## src/rtl/if_layer_scheduler.sv

```systemverilog
// Time-multiplexed integrate-and-fire scheduler driving one shared MAC/add datapath.
// Optional IF_SCHED_SAT_EN: clamp membrane voltage on MAC overflow instead of wrapping.
module if_layer_scheduler #(
    parameter int                 N_IN     = 4,
    parameter int                 N_NEURON = 2,
    parameter logic signed [15:0] THRESH   = 16'sd100
) (
    input  logic                                   clk,
    input  logic                                   rst,
    input  logic                                   start,
    input  logic                                   clear_vol,
    output logic                                   busy,
    output logic                                   done,
    output logic [$clog2(N_IN)-1:0]                act_addr,
    input  logic signed [7:0]                      act_data,
    output logic [$clog2(N_IN*N_NEURON)-1:0]       w_addr,
    input  logic signed [7:0]                      w_data,
    output logic signed [7:0]                      dp_activation,
    output logic signed [7:0]                      dp_weight,
    output logic signed [15:0]                     dp_pre_vol,
    output logic signed [15:0]                     dp_diff,
    output logic                                   dp_arithm,
    input  logic signed [15:0]                     dp_post_vol,
    input  logic                                   dp_of_flag,
    output logic                                   spike_valid,
    output logic [$clog2(N_NEURON)-1:0]            spike_idx,
    output logic                                   ovf,
    input  logic [$clog2(N_NEURON)-1:0]            vol_rd_idx,
    output logic signed [15:0]                     vol_rd_data
);
    localparam int IN_W = $clog2(N_IN);
    localparam int NR_W = $clog2(N_NEURON);
    localparam int AW   = $clog2(N_IN * N_NEURON);

    typedef enum logic [2:0] {S_IDLE, S_FETCH, S_MAC, S_FIRE, S_DONE} state_t;

    state_t             state_reg, state_next;
    logic [IN_W-1:0]    i_reg, i_next;
    logic [NR_W-1:0]    n_reg, n_next;
    logic signed [15:0] vol_reg [N_NEURON];
    logic               ovf_reg;
    logic               spike_valid_reg;
    logic [NR_W-1:0]    spike_idx_reg;

    logic signed [15:0] cur_vol;
    logic signed [15:0] product;
    logic               mac_ovf;
    logic               vol_we;
    logic signed [15:0] vol_wdata;
    logic               fire_ok;
    logic               clear_all;
    logic               start_go;
    logic               unused_of_flag;

    // The datapath's own carry flag is not a signed-overflow indicator.
    assign unused_of_flag = dp_of_flag;

    assign cur_vol     = vol_reg[n_reg];
    assign product     = 16'(act_data) * 16'(w_data);
    assign mac_ovf     = (product[15] == cur_vol[15]) && (dp_post_vol[15] != cur_vol[15]);
    assign act_addr    = i_reg;
    assign w_addr      = AW'(n_reg) * AW'(N_IN) + AW'(i_reg);
    assign ovf         = ovf_reg;
    assign spike_valid = spike_valid_reg;
    assign spike_idx   = spike_idx_reg;
    assign vol_rd_data = vol_reg[vol_rd_idx];

    always_ff @(posedge clk) begin
        if (rst) state_reg <= S_IDLE;
        else     state_reg <= state_next;
    end

    always_comb begin
        state_next    = state_reg;
        i_next        = i_reg;
        n_next        = n_reg;
        busy          = 1'b1;
        done          = 1'b0;
        dp_activation = '0;
        dp_weight     = '0;
        dp_pre_vol    = '0;
        dp_diff       = '0;
        dp_arithm     = 1'b0;
        vol_we        = 1'b0;
        vol_wdata     = dp_post_vol;
        fire_ok       = 1'b0;
        clear_all     = 1'b0;
        start_go      = 1'b0;
        case (state_reg)
            S_IDLE: begin
                busy      = 1'b0;
                clear_all = clear_vol;
                if (start) begin
                    start_go   = 1'b1;
                    state_next = S_FETCH;
                    i_next     = '0;
                    n_next     = '0;
                end
            end
            S_FETCH: state_next = S_MAC;
            S_MAC: begin
                dp_activation = act_data;
                dp_weight     = w_data;
                dp_pre_vol    = cur_vol;
                vol_we        = 1'b1;
`ifdef IF_SCHED_SAT_EN
                if (mac_ovf) vol_wdata = cur_vol[15] ? 16'sh8000 : 16'sh7FFF;
`endif
                if (i_reg == IN_W'(N_IN - 1)) begin
                    state_next = S_FIRE;
                end else begin
                    i_next     = i_reg + IN_W'(1);
                    state_next = S_FETCH;
                end
            end
            S_FIRE: begin
                dp_arithm  = 1'b1;
                dp_pre_vol = cur_vol;
                dp_diff    = -THRESH;
                fire_ok    = (cur_vol >= THRESH);
                vol_we     = fire_ok;
                i_next     = '0;
                if (n_reg == NR_W'(N_NEURON - 1)) begin
                    n_next     = '0;
                    state_next = S_DONE;
                end else begin
                    n_next     = n_reg + NR_W'(1);
                    state_next = S_FETCH;
                end
            end
            S_DONE: begin
                done       = 1'b1;
                state_next = S_IDLE;
            end
            default: state_next = S_IDLE;
        endcase
    end

    always_ff @(posedge clk) begin
        if (rst) begin
            i_reg           <= '0;
            n_reg           <= '0;
            ovf_reg         <= 1'b0;
            spike_valid_reg <= 1'b0;
            spike_idx_reg   <= '0;
        end else begin
            i_reg           <= i_next;
            n_reg           <= n_next;
            spike_valid_reg <= fire_ok;
            spike_idx_reg   <= fire_ok ? n_reg : '0;
            if (start_go)
                ovf_reg <= 1'b0;
            else if (state_reg == S_MAC && mac_ovf)
                ovf_reg <= 1'b1;
        end
    end

    // Membrane voltage file: cleared by reset or an idle clear, written by MAC/FIRE.
    always_ff @(posedge clk) begin
        for (int k = 0; k < N_NEURON; k++) begin
            if (rst || clear_all)
                vol_reg[k] <= '0;
            else if (vol_we && n_reg == NR_W'(k))
                vol_reg[k] <= vol_wdata;
        end
    end
endmodule

```

## config.mk

```make
export PLATFORM = sky130hd
export DESIGN_NAME = if_layer_scheduler
export DESIGN_NICKNAME = d
export VERILOG_FILES = /design/src/rtl/if_layer_scheduler.sv
export SDC_FILE = /design/constraint.sdc
export NUM_CORES = 1
export LEC_CHECK = 0
export BUFFER_PORTS_ARGS = -buffer_cell sky130_fd_sc_hd__buf_2
export CAP_MARGIN = 25
export CORE_MARGIN = 3
export CORE_UTILIZATION = 50
export DETAILED_ROUTE_END_ITERATION = 10
export GPL_ROUTABILITY_DRIVEN = 1
export PLACE_DENSITY = 0.77
export SETUP_SLACK_MARGIN = 0.2
export SLEW_MARGIN = 20
export SYNTH_ARGS = -nofsm -noshare
export SYNTH_HDL_FRONTEND = slang
export SYNTH_SLANG_ARGS = --single-unit
```

## constraint.sdc

```tcl
create_clock -name clk -period 4.1 [get_ports clk]
set_input_delay 0.41 -clock clk [delete_from_list [all_inputs] [get_ports clk]]
set_output_delay 0.41 -clock clk [all_outputs]
set_load 0.1 [all_outputs]
```

==> results.cfg, run 1 <==
[worst_hold_path]
hold_path_class = primary input to flip-flop

[timing]
period_minus_slack_ns = 4.114
worst_slack_ns = -0.01437
worst_pin_slew_ns = 0.7136
fin_skew_ns = 0.005503
hold_viol_final = 0
post-route-period-util_pct = 100.4
grt_setup_unrepaired = true
fmax_ghz = 0.2431
finalSetupViolations = 1
finalMaxSlewViolations = 0
slew_headroom_pct = 52.31

[layout]
antenna_cells = 0
nNetsFinal = 722
mostFrequentLayoutCells = buf_2, and2_1, inv_1, fa_1, buf_4
layout.cells.most_common = buf_2
area_growth_pct = 22.78
final_util_pct = 64.85
drive_gt1_share_pct = 35.60
fin_area_um2 = 5793
largest_reg_flops = 32

[detailed_routing]
viasPerCell = 5.031
vias = 3582
firstDrtPassIters = 4
drc_errors = 0
drt_iter0_drc = 103
wl_mm = 10.12
wire_per_inst_um = 14.21
antenna_left = 0

[die]
chipHeight_um = 103.1
start_util_pct = 52.82
die_area_um2 = 10640
core_region_area_um2 = 8934
ios = 113
rows = 34
die_width_um = 103.1

[grt]
antenna_found_initial = 0
grt-ovfl-total = 0
grt_pass1_wl_mm = 16.39
grt_max_degree = 22
grt_pass1_vias = 3517
grt.total_usage_pct = 19.22

[status]
status = finished, violations left
failed_checks = setup timing

[critical_path]
crit_path_max_fanout = 8
arrival_ns = 4.28
startpoint_type = primary input
path_class = primary input to flip-flop
worstPathRequired_ns = 4.27
crit_path_end_kind = flip-flop

[power_and_ir_drop]
swShare_pct = 42.88
power.internal_mw = 1.314
power_frac_comb_pct = 61.1
p_switching_mw = 0.9863
power.density_nw_per_um2 = 397.1
seqPwrFrac_pct = 22.3
power_mw = 2.300
p_leak_nw = 2.841
vdd_drop_max_mv = 0.2130
pwr-share-clk_pct = 16.7

[logic_synthesis]
syn_inst = 482
ys_types = 46
synth-seq-cells = 42
avgSynthCellArea_um2 = 9.789
syn_area_um2 = 4718
yosys_warnings = 0
synth-edff-count = 32
synthFlopType = edfxtp_1
synth-async-reset-ratio_pct = 0
seq_area_frac_synth_pct = 24.61

[clocking]
cts_buffer_depth = 2
cts-buffers-inserted = 5
clk_pin_slew_ns = 0.08
cts_root_buffer = clkbuf_8
insertion_delay_ns = 0.29
cts_sinks = 42
h-tree-depth = 2
cts_tree = built

[placement]
hpwlAfterDp_mm = 8.287
place_congestion = 0.8666
postPlaceCellArea_um2 = 5500
io_buffer_count = 107

[job]
drv_cap = 0
-- cells in the mapped netlist, types with 2 or more instances --
| cell type | n | area share (%) |
|---|---|---|
| and2_1 | 88 | 12 |
| inv_1 | 80 | 6.4 |
| fa_1 | 53 | 22 |
| edfxtp_1 | 32 | 20 |
| ha_1 | 28 | 7.4 |
| nor2_1 | 23 | 1.8 |
| buf_4 | 19 | 3.0 |
| nand2_1 | 18 | 1.4 |
| mux2_2 | 17 | 4.1 |
| mux2i_1 | 17 | 3.6 |
| dfxtp_1 | 10 | 4.2 |
| a21oi_1 | 9 | 0.95 |
| nand3_1 | 9 | 0.95 |
| clkbuf_1 | 8 | 0.64 |
| nor2b_1 | 7 | 0.93 |
| o21ai_0 | 7 | 0.74 |
| xnor2_1 | 7 | 1.3 |
| nor3_1 | 6 | 0.64 |
| a211oi_1 | 3 | 0.48 |
| and2_4 | 3 | 0.56 |
| and3_1 | 3 | 0.40 |
| buf_1 | 3 | 0.24 |
| buf_6 | 3 | 0.72 |
| nand2b_1 | 3 | 0.40 |
| nand4_1 | 2 | 0.27 |
| nor3b_1 | 2 | 0.32 |
| o211ai_1 | 2 | 0.32 |
| or4b_1 | 2 | 0.42 |
-- power by group through the flow --
stage | Clock (mW) | Combinational (mW) | Sequential, mW
finish | 0.383 | 1.40 | 0.513
global route | 0.407 | 1.57 | 0.517
CTS | 0.392 | 1.33 | 0.512
detailed placement | 0 | 1.31 | 0.522
global placement | 0 | 1.27 | 0.518
floorplan | 0 | 0.991 | 0.525
-- critical path: stages --
cell and delay (ns):
clkbuf_4 0.16, and2_1 0.20, fa_1 0.54, inv_1 0.06, fa_1 0.54, fa_1 0.44, fa_1 0.53, inv_2 0.04
ha_4 0.21, a211oi_2 0.24, o211ai_1 0.12, o211ai_1 0.21, a211o_1 0.17, a21oi_1 0.06, or3b_1 0.34
-- worst paths after layout --
| kind | start | to | slack [ns] | cells after the start |
|---|---|---|---|---|
| hold / removal | dp_post_vol[13] | vol_reg[1][13]$_SDFFCE_PN0P_ | 0.41 | 2 |
| setup / recovery | w_data[5] | ovf$_SDFFE_PP0P_ | -0.01 | 15 |
| setup reg to reg | flip-flop | vol_reg[1][7]$_SDFFCE_PN0P_ | 1.41 | 5 |
| hold reg to reg | act_addr[0]$_SDFFE_PP0P_ | act_addr[0]$_SDFFE_PP0P_ | 0.55 | 2 |
-- timing repair --
item / CTS / global route
resized for setup: 3 / 34
gates cloned: 0 / 1
pin swaps: 2 / 26
setup endpoints to repair: 1 / 1
endpoints found under the hold margin: 0 / 0
buffers inserted: 0 / 2
hold buffers: 0 / 0
-- kinds of logic (layout without fill, tap and decap cells) --
kind of cell / Yosys count / count (layout) / synth area share (%)
buffers and inverters: 113 / 232 / 10.98
XOR/XNOR: 7 / 7 / 1.299
multiplexers: 34 / 34 / 7.664
AND/OR/NAND/NOR: 173 / 173 / 21.08
adder cells (fa/ha/maj): 81 / 81 / 29.91
other: 1 / 4 / 0.07948
flip-flops: 42 / 42 / 24.61
AO/OA/AOI/OAI: 31 / 31 / 4.376
-- final cells by class --
class / count / area [µm²]
Sequential cell: 42 / 1161
Fill cell: 709 / 3141
Tap cell: 108 / 135.1
Timing Repair Buffer: 144 / 868.3
Multi-Input combinational cell: 330 / 3191
Inverter: 80 / 300.3
Clock inverter: 3 / 68.82
Clock buffer: 5 / 68.82
-- routing by layer --
layer / GRT usage, % / vias up / share of wire, %
li1: - / 1752 / -
met3: 1.894 / 5 / 4.8
met4: 3.287 / 0 / 0.51
met2: 34.88 / 105 / 50
met5: 0 / - / 0
met1: 25.23 / 1720 / 44
-- through the flow --
| stage | setup TNS (ns) | hold WS (ns) | cells | worst slack [ns] |
|---|---|---|---|---|
| final | -0.01437 | 0.4063 | 712 | -0.01437 |
| after global routing | -0.1680 | 0.4027 | 712 | -0.1680 |
| after CTS | -0.003459 | 0.3982 | 709 | -0.003459 |
| after detailed placement | -0.3563 | 0.5394 | 701 | -0.3563 |
| after global placement | -0.2927 | 0.5195 | 701 | -0.2927 |
| after floorplan | -0.006269 | 0.5170 | 485 | -0.006269 |
Note: power is estimated with default switching activity, not from simulation.
==> run 2: changes to the inputs <==
--- a/config.mk
+++ b/config.mk
@@ -8,10 +8,10 @@
 export BUFFER_PORTS_ARGS = -buffer_cell sky130_fd_sc_hd__buf_2
 export CAP_MARGIN = 25
 export CORE_MARGIN = 3
-export CORE_UTILIZATION = 50
+export CORE_UTILIZATION = 60
 export DETAILED_ROUTE_END_ITERATION = 10
 export GPL_ROUTABILITY_DRIVEN = 1
-export PLACE_DENSITY = 0.77
+export PLACE_DENSITY = 0.87
 export SETUP_SLACK_MARGIN = 0.2
 export SLEW_MARGIN = 20
 export SYNTH_ARGS = -nofsm -noshare
==> constraint.sdc (replaced) <==
create_clock -name clk -period 4.79 [get_ports clk]
set_input_delay 0.479 -clock clk [delete_from_list [all_inputs] [get_ports clk]]
set_output_delay 0.479 -clock clk [all_outputs]
set_load 0.1 [all_outputs]
==> run 2 against run 1 <==
The run now ends clean. Via count shrank 0.17%. First-iteration DRC count grew 28%. Largest power group unchanged. Critical path depth grew 1. Clock power shrank 29%. Setup slack gained 0.43 ns.
==> results.cfg, run 2 (same netlist as run 1, synthesis figures left out) <==
[timing]
period_minus_slack_ns = 4.376
holdWs_ns = 0.4695
finalSetupViolations = 0
slew_headroom_pct = 40.95
grt_setup_unrepaired = false
post-route-period-util_pct = 91.35
setup_tns_ns = 0
finalMaxSlewViolations = 0
fin_skew_ns = 0.006306
hold_viol_final = 0
worst_pin_slew_ns = 0.8810
fmax_ghz = 0.2285

[placement]
hpwlAfterDp_mm = 8.198
io_buffer_count = 107
place_congestion = 0.8536

[layout]
area_growth_pct = 14.27
final_util_pct = 72.40
largest_reg_flops = 32
mostFrequentLayoutCells = buf_2, and2_1, inv_1, fa_1, edfxtp_1
nNetsFinal = 694
drive_gt1_share_pct = 27.26
antenna_cells = 0
layout.cells.most_common = buf_2

[power_and_ir_drop]
p_leak_nw = 2.656
vdd_drop_max_mv = 0.1384
power_mw = 1.779
power.density_nw_per_um2 = 329.9

[die]
die_area_um2 = 8964
start_util_pct = 63.36
die_width_um = 94.68
ios = 113
core_region_area_um2 = 7447
chipHeight_um = 94.68
rows = 31

[clocking]
cts_root_buffer = clkbuf_8
cts_buffer_depth = 2
h-tree-depth = 2
insertion_delay_ns = 0.29
clk_pin_slew_ns = 0.08
cts_hold_buf = 0
cts_sinks = 42
cts_tree = built
cts-buffers-inserted = 5

[critical_path]
rr_endpoint = vol_reg[0][0]$_SDFFCE_PN0P_
crit_path_max_fanout = 9
crit_path_end_kind = flip-flop
worstPathRequired_ns = 4.96
arrival_ns = 4.54
rr_worst_depth = 7
startpoint_type = primary input
path_class = primary input to flip-flop
rrSetupSlack_ns = 1.98

[detailed_routing]
wl_mm = 10.04
drt_iter0_drc = 132
drc_errors = 0
vias = 3576
firstDrtPassIters = 4
wire_per_inst_um = 14.87
viasPerCell = 5.298
antenna_left = 0

[status]
status = complete, no violations

[worst_hold_path]
min_from = dp_post_vol[13]
hold_end = vol_reg[0][13]$_SDFFCE_PN0P_
hold_path_class = primary input to flip-flop
min_path_cells = 2

[grt]
grt.total_usage_pct = 23.12
grt-ovfl-total = 0
grt_max_degree = 23
grt_pass1_wl_mm = 16.31
antenna_found_initial = 0
grt_pass1_vias = 3677

[job]
drv_cap = 0
==> run 2: changes by cell type in the layout (fill, tap and decap cells not counted), moves of 3 or more <==
cell | before | now
ha_1 | 23 | 27
buf_2 | 100 | 107
fa_1 | 50 | 53
inv_1 | 70 | 79
buf_4 | 36 | 9
clkbuf_4 | 4 | 0
and2_1 | 78 | 87
and2_4 | 13 | 4
inv_2 | 10 | 1
fa_2 | 3 | 0
ha_4 | 5 | 1
==> run 2: timing repair <==
item | CTS | global route
setup buffers | 0 | 1
setup endpoints to repair | 0 | 1
resized for setup | 0 | 7
==> run 2: worst max-delay path, stage by stage <==
cell,delay [ns]
buf_2,0.16
and2_4,0.17
fa_1,0.57
inv_2,0.08
fa_1,0.54
inv_1,0.06
fa_1,0.50
fa_1,0.49
ha_4,0.30
a211oi_2,0.07
buf_4,0.14
a22oi_1,0.14
o211ai_1,0.13
a211o_1,0.29
nand4_1,0.07
or3b_1,0.35
==> run 2: where the power goes <==
part / internal, mW / total [mW] / switching (mW)
clock network: 0.155 / 0.273 / 0.118
logic: 0.396 / 1.07 / 0.671
registers: 0.418 / 0.438 / 0.0203
==> run 2: how the worst max path moves through the flow <==
| stage | from | endpoint | slack (ns) | depth (start not counted) |
|---|---|---|---|---|
| 2_1_floorplan | w_data[3] | ovf$_SDFFE_PP0P_ | 0.29 | 14 |
| 6_report | act_data[7] | ovf$_SDFFE_PP0P_ | 0.41 | 16 |
| 4_1_cts | act_data[7] | ovf$_SDFFE_PP0P_ | 0.25 | 15 |
| 3_3_place_gp | act_data[7] | ovf$_SDFFE_PP0P_ | 0.07 | 15 |
| 5_1_grt | act_data[7] | ovf$_SDFFE_PP0P_ | 0.22 | 17 |
| 3_5_place_dp | act_data[7] | ovf$_SDFFE_PP0P_ | -0.06 | 15 |
==> run 2: final cells by class <==
type	count	area (µm²)
clock inverter	3	45.04
multi-input combinational	330	3089
sequential	42	1161
clock buffer	5	68.82
timing repair buffer	116	603.1
inverter	80	300.3
fill	568	2056
tap	99	123.9
==> run 2: per-layer routing <==
metal  wire, µm  GRT usage, %  vias to the layer above
li1           -             -                     1694
met1       4000         27.69                     1721
met2       5264         43.34                      142
met3        591         2.550                       19
met4        182         6.971                        0
met5          0             0                        -
==> run 2: stage by stage <==
step	area, µm²	worst slack (ns)	cells
floorplan	4730	0.2866	485
global placement	5236	0.06817	666
detailed placement	5236	-0.06410	666
CTS	5350	0.2535	674
global route	5391	0.2233	675
finish	5391	0.4142	675
==> run 3: changes to the inputs <==
--- a/config.mk
+++ b/config.mk
@@ -11,7 +11,7 @@
 export CORE_UTILIZATION = 60
 export DETAILED_ROUTE_END_ITERATION = 10
 export GPL_ROUTABILITY_DRIVEN = 1
-export PLACE_DENSITY = 0.87
+export PLACE_DENSITY = 0.95
 export SETUP_SLACK_MARGIN = 0.2
 export SLEW_MARGIN = 20
 export SYNTH_ARGS = -nofsm -noshare
==> run 3 against run 2 <==
Cell count is 0.44% higher. Critical path type unchanged. Setup slack worse by 0.098 ns. Highest routed layer unchanged. Wire length is 8.7% higher. Largest power group unchanged. Hold slack worse by 0.0079 ns. Utilization is 0.71 points higher. Combinational power hardly changed. Sequential power hardly changed.
==> results.cfg, run 3 (same netlist as run 1, synthesis figures left out) <==
[status]
status = complete, no violations

[critical_path]
worst-path-stages = 15
arrival_ns = 4.65
worstPathRequired_ns = 4.97
cpMaxStageDelayCell = fa_1
rr_endpoint = vol_reg[0][0]$_SDFFCE_PN0P_
startpoint_type = primary input
crit_path_end_kind = flip-flop
slowest_delay_ns = 0.59
rr_worst_depth = 7
crit_path_max_fanout = 9
rrSetupSlack_ns = 1.98
cp_top_family = adder cells
path_cells = buf_2 -> and2_1 -> fa_1 -> inv_2 -> fa_1 -> fa_1 -> fa_1 -> inv_1 -> ha_1 -> a211oi_2 -> o211ai_1 -> o211ai_1 -> a211o_1 -> a21oi_1 -> or3b_1
path_common_cell = fa_1
path_buf_inv = 3
path_class = primary input to flip-flop

[timing]
fin_skew_ns = 0.009210
grt_setup_unrepaired = false
worst_slack_ns = 0.3162
fmax_ghz = 0.2235
hold_viol_final = 0
post-route-period-util_pct = 93.40
finalMaxSlewViolations = 0
finalSetupViolations = 0
setup_tns_ns = 0
period_minus_slack_ns = 4.474
worst_pin_slew_ns = 0.8736
slew_headroom_pct = 41.45

[layout]
nNetsFinal = 697
fin_cells = 678
drive_gt1_share_pct = 27.81
antenna_cells = 0
largest_reg_flops = 32
layout.cells.most_common = buf_2
mostFrequentLayoutCells = buf_2, and2_1, inv_1, fa_1, edfxtp_1
area_growth_pct = 15.38
fin_area_um2 = 5444
final_util_pct = 73.10

[detailed_routing]
viasPerCell = 5.472
firstDrtPassIters = 4
wire_per_inst_um = 16.10
antenna_left = 0
drc_errors = 0
wl_mm = 10.92
vias = 3710
drt_iter0_drc = 191

[placement]
postPlaceCellArea_um2 = 5244
dp_cells = 667
pre_cts_ws_ns = -0.05339
io_buffer_count = 107
place_congestion = 0.8855
hpwlAfterDp_mm = 8.400

[power_and_ir_drop]
vdd_drop_max_mv = 0.1491
power.density_nw_per_um2 = 337.2
p_leak_nw = 2.691

[die]
core_region_area_um2 = 7447
rows = 31
ios = 113
die_area_um2 = 8964
die_width_um = 94.68
start_util_pct = 63.36
chipHeight_um = 94.68

[grt]
grt_pass1_vias = 3638
grt_max_degree = 23
grt_pass1_wl_mm = 17.02
antenna_found_initial = 0
grt-ovfl-total = 0
grt.total_usage_pct = 24.42

[clocking]
insertion_delay_ns = 0.30
clk_pin_slew_ns = 0.08
cts_root_buffer = clkbuf_8
cts-buffers-inserted = 5
cts_hold_buf = 0
cts_tree = built
cts_sinks = 42
cts_buffer_depth = 2
h-tree-depth = 2

[worst_hold_path]
min_from = dp_post_vol[10]
min_path_cells = 2
hold_path_class = primary input to flip-flop
hold_end = vol_reg[0][10]$_SDFFCE_PN0P_

[job]
drv_cap = 0
-- run 3: layout make-up --
class | count | area, µm²
Clock inverter | 3 | 68.82
Clock buffer | 5 | 68.82
Fill cell | 521 | 2003
Timing Repair Buffer | 119 | 629.4
Sequential cell | 42 | 1161
Multi-Input combinational cell | 330 | 3092
Tap cell | 99 | 123.9
Inverter | 80 | 300.3
-- run 3: worst register-to-register path, cell delays in order, from the launching register on --
cell	delay [ns]
dfxtp_1	0.32
buf_4	0.32
mux2i_1	0.44
nand3_1	0.19
a31oi_2	0.31
nor2_1	0.13
nor3_2	0.70
and2_4	0.27
-- run 3: how the worst max path moves through the flow --
stage / startpoint / end / slack (ns)
detailed placement: act_data[7] / ovf$_SDFFE_PP0P_ / -0.05
global route: act_data[7] / ovf$_SDFFE_PP0P_ / 0.17
CTS: act_data[7] / ovf$_SDFFE_PP0P_ / 0.26
global placement: act_data[7] / ovf$_SDFFE_PP0P_ / 0.08
finish: act_data[7] / ovf$_SDFFE_PP0P_ / 0.32
floorplan: w_data[3] / ovf$_SDFFE_PP0P_ / 0.29
-- run 3: per-stage QoR --
stage / total power [mW] / hold WS, ns
floorplan: 1.252 / 0.5170
global placement: 1.408 / 0.5250
detailed placement: 1.476 / 0.5471
CTS: 1.811 / 0.4590
global route: 1.968 / 0.4631
finish: 1.836 / 0.4615
-- run 3: power breakdown --
group / total [mW] / internal [mW] / switching, mW
sequential: 0.440 / 0.418 / 0.0216
combinational: 1.06 / 0.382 / 0.681
clock: 0.333 / 0.209 / 0.124
-- run 3: layer usage --
layer	GRT usage (%)	up-vias	part of all wire (%)
li1	-	1704	-
met1	29.00	1810	39
met2	45.68	173	52
met3	2.789	23	7.1
met4	7.933	0	2.1
met5	0	-	0
-- run 3: repair_timing --
item                                    CTS  global route
endpoints found under the setup margin    0             1
setup buffers                             0             3
resized for setup                         0            10
